==> src/rtl/multdiv_sched.sv <==
// Sequencer for the shared multi-cycle multiply/divide unit: latches operands, pulses start, stalls
// the pipeline until ready, emits a one-cycle writeback. Define MDSCHED_TIMEOUT_EN to enable the watchdog.
module multdiv_sched #(
  parameter int unsigned DATA_W  = 32,
  parameter int unsigned CNT_W   = 6,
  parameter int unsigned TIMEOUT = 40
) (
  input  logic              clock,
  input  logic              reset,
  input  logic              issue_valid,
  input  logic              issue_div,
  input  logic [DATA_W-1:0] issue_a,
  input  logic [DATA_W-1:0] issue_b,
  input  logic [4:0]        issue_rd,
  input  logic              flush,
  output logic              stall,
  output logic              md_ctrl_mult,
  output logic              md_ctrl_div,
  output logic [DATA_W-1:0] md_a,
  output logic [DATA_W-1:0] md_b,
  input  logic [DATA_W-1:0] md_result,
  input  logic              md_exception,
  input  logic              md_resultRDY,
  output logic              wb_valid,
  output logic [4:0]        wb_reg,
  output logic [DATA_W-1:0] wb_data,
  output logic              busy,
  output logic [CNT_W-1:0]  last_latency
);

  typedef enum logic [1:0] {IDLE, START, WAIT, DONE} state_t;

`ifdef MDSCHED_TIMEOUT_EN
  localparam bit WDOG_EN = 1'b1;
`else
  localparam bit WDOG_EN = 1'b0;
`endif

  localparam logic [CNT_W-1:0]  CNT_MAX   = '1;
  localparam logic [CNT_W-1:0]  CNT_LIMIT = CNT_W'(TIMEOUT);
  localparam logic [4:0]        EXC_REG   = 5'd30;
  localparam logic [DATA_W-1:0] EXC_MULT  = DATA_W'(4);
  localparam logic [DATA_W-1:0] EXC_DIV   = DATA_W'(5);

  state_t            state, state_nxt;
  logic              op_div;
  logic [4:0]        rd_q;
  logic [CNT_W-1:0]  cnt;
  logic [CNT_W-1:0]  cnt_inc;
  logic              timed_out;
  logic              finish;
  logic              exc;

  assign cnt_inc   = (cnt == CNT_MAX) ? cnt : cnt + CNT_W'(1);
  assign timed_out = WDOG_EN && (state == WAIT) && !md_resultRDY && (cnt_inc >= CNT_LIMIT);
  assign finish    = (state == WAIT) && !flush && (md_resultRDY || timed_out);
  assign exc       = md_resultRDY ? md_exception : 1'b1;

  always_ff @(posedge clock or negedge reset) begin
    if (!reset) state <= IDLE;
    else        state <= state_nxt;
  end

  // Next state; stall and start pulses depend on flush so an abort takes effect this cycle.
  always_comb begin
    state_nxt    = state;
    stall        = 1'b0;
    md_ctrl_mult = 1'b0;
    md_ctrl_div  = 1'b0;
    busy         = (state != IDLE);
    case (state)
      IDLE: begin
        if (issue_valid && !flush) begin
          stall     = 1'b1;
          state_nxt = START;
        end
      end
      START: begin
        stall = 1'b1;
        if (flush) begin
          state_nxt = IDLE;
        end else begin
          md_ctrl_mult = !op_div;
          md_ctrl_div  = op_div;
          state_nxt    = WAIT;
        end
      end
      WAIT: begin
        stall = 1'b1;
        if (flush)       state_nxt = IDLE;
        else if (finish) state_nxt = DONE;
      end
      DONE:    state_nxt = IDLE;
      default: state_nxt = IDLE;
    endcase
    if (flush && state != DONE) stall = 1'b0;
  end

  // Operand, counter and writeback registers.
  always_ff @(posedge clock or negedge reset) begin
    if (!reset) begin
      md_a         <= '0;
      md_b         <= '0;
      op_div       <= 1'b0;
      rd_q         <= '0;
      cnt          <= '0;
      wb_valid     <= 1'b0;
      wb_reg       <= '0;
      wb_data      <= '0;
      last_latency <= '0;
    end else begin
      wb_valid <= 1'b0;
      if (state == IDLE && issue_valid && !flush) begin
        md_a   <= issue_a;
        md_b   <= issue_b;
        op_div <= issue_div;
        rd_q   <= issue_rd;
      end
      if (state == START) cnt <= '0;
      if (state == WAIT && !finish) cnt <= cnt_inc;
      if (finish) begin
        last_latency <= cnt_inc;
        if (exc) begin
          wb_valid <= 1'b1;
          wb_reg   <= EXC_REG;
          wb_data  <= op_div ? EXC_DIV : EXC_MULT;
        end else begin
          wb_valid <= (rd_q != 5'd0);
          wb_reg   <= rd_q;
          wb_data  <= md_result;
        end
      end
    end
  end

endmodule

==> config.mk <==
export PLATFORM = sky130hd
export DESIGN_NAME = multdiv_sched
export DESIGN_NICKNAME = d
export VERILOG_FILES = /design/src/rtl/multdiv_sched.sv
export SDC_FILE = /design/constraint.sdc
export NUM_CORES = 1
export LEC_CHECK = 0
export ABC_CLOCK_PERIOD_IN_PS = 5500
export BUFFER_PORTS_ARGS = -buffer_cell sky130_fd_sc_hd__buf_2
export CORE_MARGIN = 3
export CORE_UTILIZATION = 52
export DETAILED_ROUTE_END_ITERATION = 6
export PLACE_DENSITY = 0.95
export RECOVER_POWER = 50
export SKIP_LAST_GASP = 1
export SLEW_MARGIN = 20
export SYNTH_ARGS = -nofsm -noshare
export SYNTH_HDL_FRONTEND = slang
export SYNTH_SLANG_ARGS = --single-unit
==> constraint.sdc <==
create_clock -name clock -period 5.5 [get_ports clock]
set_input_delay 1.1 -clock clock [delete_from_list [all_inputs] [get_ports clock]]
set_output_delay 1.1 -clock clock [all_outputs]
set_load 0.01 [all_outputs]
Word level (Yosys, flattened, before mapping)

Index checks and enable logic that the tools add are counted.

Register bits after elaboration: 122
Latch bits: 0
RAM bits: 0
Bits in read-only memories: 0
Bits of input ports: 108
Output and inout bits: 112
Word-level logic and storage cells: 55
Memories kept: 0

Add/subtract/negate cells: 1
$mul: 0
Div/mod/pow operators: 0
Magnitude comparators: 0
Equal/unequal tests: 7
Shift-type cells: 0
Mux-type cells: 21
Bitwise gates (word level): 0
Reductions and logical operators: 16

Operator list:

| cell                  | number |
|---|---|
| $mux W32              | 1 |
| $mux W6               | 3 |
| $mux W1               | 10 |
| $mux W2               | 4 |
| $pmux W2 S4           | 1 |
| $logic_and A1 B1 Y1   | 7 |
| $add A6 B1 Y6 const B | 1 |
| $eq A6 B6 Y1 const B  | 1 |
| $mux W5               | 1 |
| $reduce_bool A5 Y1    | 1 |
| $eq A2 B2 Y1 const B  | 2 |
| $ne A2 B2 Y1 const B  | 2 |
| $reduce_bool A2 Y1    | 2 |
| $logic_not A1 Y1      | 3 |
| $ne A3 B3 Y1 const B  | 1 |
| $eq A2 B1 Y1 const B  | 1 |
| $logic_not A2 Y1      | 1 |
| $pmux W1 S2           | 1 |
| $reduce_and A2 Y1     | 1 |
| $reduce_or A2 Y1      | 1 |

Logic depth before layout (Yosys ltp)

Word-level depth: 6
Mapped depth: 8
Depth with buffers taken out: 6

Least setup slack after synthesis

OpenSTA, ideal clock, no wires.

Path type: in2out
Start point: input flush
End point: output stall
Arrival: 1.985 ns
Data required time: 4.400 ns
Path slack: 2.415 ns
Stages: 4
Path buffers: 2
Cell sequence: or3_1 -> buf_6 -> buf_12 -> a21oi_1

Cells in the longest elaborated chain, start to end: 5
Elaborated cells on any way between the ends: 6
Classes of those cells: 3 x mux; 3 x reduce/logical

RTL lines:

| item                | line | source |
|---|---|---|
| start: declaration  | 15   | `input logic flush,` |
| $logic_not A1 Y1    | 73   | `if (issue_valid && !flush) begin` |
| $logic_and A1 B1 Y1 | 73   |  |
| $mux W1             | 73   |  |
| $pmux W1 S2         | 71   | `case (state)` |
| $mux W1 *           | 96   | `if (flush && state != DONE) stall = 1'b0;` |
| end: declaration    | 16   | `output logic stall,` |

Mark *: on every way between the ends. The rest lies on a longest branch, timed or not.

Worst setup path in the final report

Start point: register state[0]
End point: output stall

Cells in the longest elaborated chain, start to end: 4
Elaborated cells on any way between the ends: 8
Classes of those cells: 3 x eq/ne; 2 x mux; 3 x reduce/logical

RTL lines:

| item                                         | line | source |
|---|---|---|
| start: declaration                           | 45   | `state_t state, state_nxt;` |
| start signal: assignment                     | 61   | `else state <= state_nxt;` |
| $eq A2 B2 Y1 or $eq A2 B1 Y1 (tied branches) | 71   |  |
| $reduce_or A2 Y1 (no source line)            | --   |  |
| $pmux W1 S2                                  | 71   |  |
| $mux W1 *                                    | 96   |  |

Marks and branches as above.

==> impl_metrics.ini <==
[placed_design]
dpl_cell_area_mm2 = 0.00641
dp.cells = 728
gp_congestion = 0.776
hpwl_mm = 9.25
port_buffers = 219
place_ws_ps = 2350

[clock_tree]
root_buffer = clkbuf_8
cts_tree = yes
cts_setup_buffers = 0
cts_resized = 0
cts_buffers = 17
clk_pin_slew_worst_paths_ps = 60
clock_latency_ps = 510
cts.sinks = 122
htree_levels = 4
clk_path_buf_depth = 2
cts_hold_buf = 0

[setup_path]
required_ps = 4400
critPathCaptureType = output port
worst-endpoint-arrival_ps = 2300
critPathMaxFanout = 9
start_kind = flop
worst-setup-path-type = reg -> out

[pwr]
switching_share_pct = 32.8
power_density_mw_per_mm2 = 600
power_frac_seq_pct = 37.9
peakVddDrop_mv = 0.326
p_sw_mw = 1.37
intPower_mw = 2.79
leakage_nw = 3.63
p_comb_share_pct = 33.6
clkPwrFrac_pct = 28.6
power_mw = 4.16

[floorplan]
design.core.area_mm2 = 0.00986
initial_utilization_pct = 53.8
dieArea_mm2 = 0.0115
die_h_um = 107
ios = 220
fp-row-count = 36
die_w_um = 107

[logic_synthesis]
synth_top_area_share_pct = 57.5
synthMostInstantiatedCell = dfrtp_1
yosys-top-cells-area = dfrtp_1 57%, mux2_4 20%, nand2_1 5.3%
async_flop_share_pct = 100
syn_nets = 504
ys_seq_elements = 122
synth_ff_type = dfrtp_1
yosysWarnings = 0
synth_cell_types = 36
synth.avg_cell_area_um2 = 13.6
synth-edff-count = 0
synth_area_leader_cell = dfrtp_1
synth_area_mm2 = 0.00531
synth_common_cells = 122 x dfrtp_1, 75 x nand2_1, 69 x mux2_4
syn_inst = 391
yosysSeqAreaShare_pct = 57.5

[status]
violations = max-capacitance violations, max-slew violations
outcome = finished with violations

[global_routing]
first_global_vias = 4207
grt_pass1_wl_mm = 20.9
antenna_found_initial = 0
grtUsageTotal_pct = 23.6
grt-ovfl-total = 0
grt_max_degree = 70

[route]
wire_per_inst_um = 17.1
postRouteAntennaNets = 0
dr.first_iter.drc_count = 246
drc = 0
vias = 3887
dr.pass1.iters = 4
vias_per_cell = 5.11
wirelength_mm = 13.0

[timing]
setup_viol = 0
final.setup.tns_ps = 0
fmax_mhz = 294
fin_ws_ps = 2100
hold_viol_final = 0
slew_violations = 44
fin_crit_ps = 3400
holdWs_ps = 467
fin_skew_ps = 11.2
rsz0062_at_grt = false
worst_pin_slew_ps = 1700
fin_crit_sh_pct = 61.8
max_slew_margin_pct = -13.5

[finish]
fin_nets = 727
syn_to_final_growth_pct = 30.5
finish.instance_area_mm2 = 0.00693
layout-drive-gt1-share_pct = 38.8
final_core_util_pct = 70.3
antenna_cells = 0
largest_registers = md_a (32), md_b (32), wb_data (32)
instances_no_fill = 760

[worst_hold_path]
hp-class = reg -> reg

[job]
cap_viol_max_count = 1
==> final cells by class <==
type                    count  area (um^2)
flip-flops and latches    122         3050
fillers                   704         2930
multi-input cells         245         2020
repair buffers            223         1030
clock buffers              20          455
clock inverters            12          188
well taps                 133          166
inverters                   5         18.8
==> worst paths after layout <==
path	to	slack, ps	startpoint	depth (start not counted)
worst max-delay path	stall	2100	state[0]	6
worst min-delay path	wb_data[24]	470	wb_data[24]	2
worst max register to register	wb_data[0]	2680	state[0]	6
worst min register to register	wb_data[24]	470	wb_data[24]	2
max in group asynchronous	cnt[4]	3580	reset	2
min in group asynchronous	wb_data[7]	700	reset	1
==> power by group through the flow <==
| stage | registers (mW) | logic [mW] | clock network, mW |
|---|---|---|---|
| after floorplan | 1.72 | 0.758 | 0 |
| after global placement | 1.54 | 1.45 | 0 |
| after detailed placement | 1.57 | 1.50 | 0 |
| after CTS | 1.57 | 1.52 | 1.20 |
| after global routing | 1.63 | 1.52 | 1.25 |
| final | 1.58 | 1.40 | 1.19 |
==> layout by cell type (no fill, tap or decap), types with 2 or more instances in the layout <==
master,Yosys,layout
a21oi_1,5,5
a31oi_1,2,2
buf_2,2,140
buf_4,1,3
bufinv_16,0,4
clkbuf_1,8,79
clkbuf_16,0,16
clkbuf_8,0,4
clkinv_4,0,4
dfrtp_1,122,122
ha_1,5,5
inv_1,4,4
mux2_1,0,6
mux2_2,2,2
mux2_4,69,63
mux2i_1,4,4
nand2_1,75,75
nand2b_1,7,7
nand3_1,3,3
nand3b_1,32,32
nor2_1,7,7
nor2b_1,2,2
o21ai_0,11,11
o22a_1,6,6
==> routing by layer <==
metal | up-vias | global-route usage (%) | part of all wire [%]
li1 | 1795 | - | -
met1 | 1898 | 26.7 | 37
met2 | 153 | 41.0 | 55
met3 | 41 | 5.90 | 5.1
met4 | 0 | 12.2 | 3.5
met5 | - | 0 | 0
==> critical path, cell delays in order, from the launching register on <==
cell	delay, ps
dfrtp_1	410
inv_1	100
ha_1	230
inv_2	60
or3_1	570
a21oi_1	240
buf_2	170
==> cell families (layout without fill, tap and decap cells) <==
logic type	after synthesis	after routing	synth area share, %
flip-flops	122	122	57.5
adder cells (fa/ha/maj)	5	5	1.18
XOR/XNOR	1	1	0.165
multiplexers	75	75	20.7
buffers and inverters	24	260	4.10
AND/OR/NAND/NOR	132	132	12.4
AO/OA/AOI/OAI	32	32	4.00
Note: power is estimated with default switching activity, not from simulation.
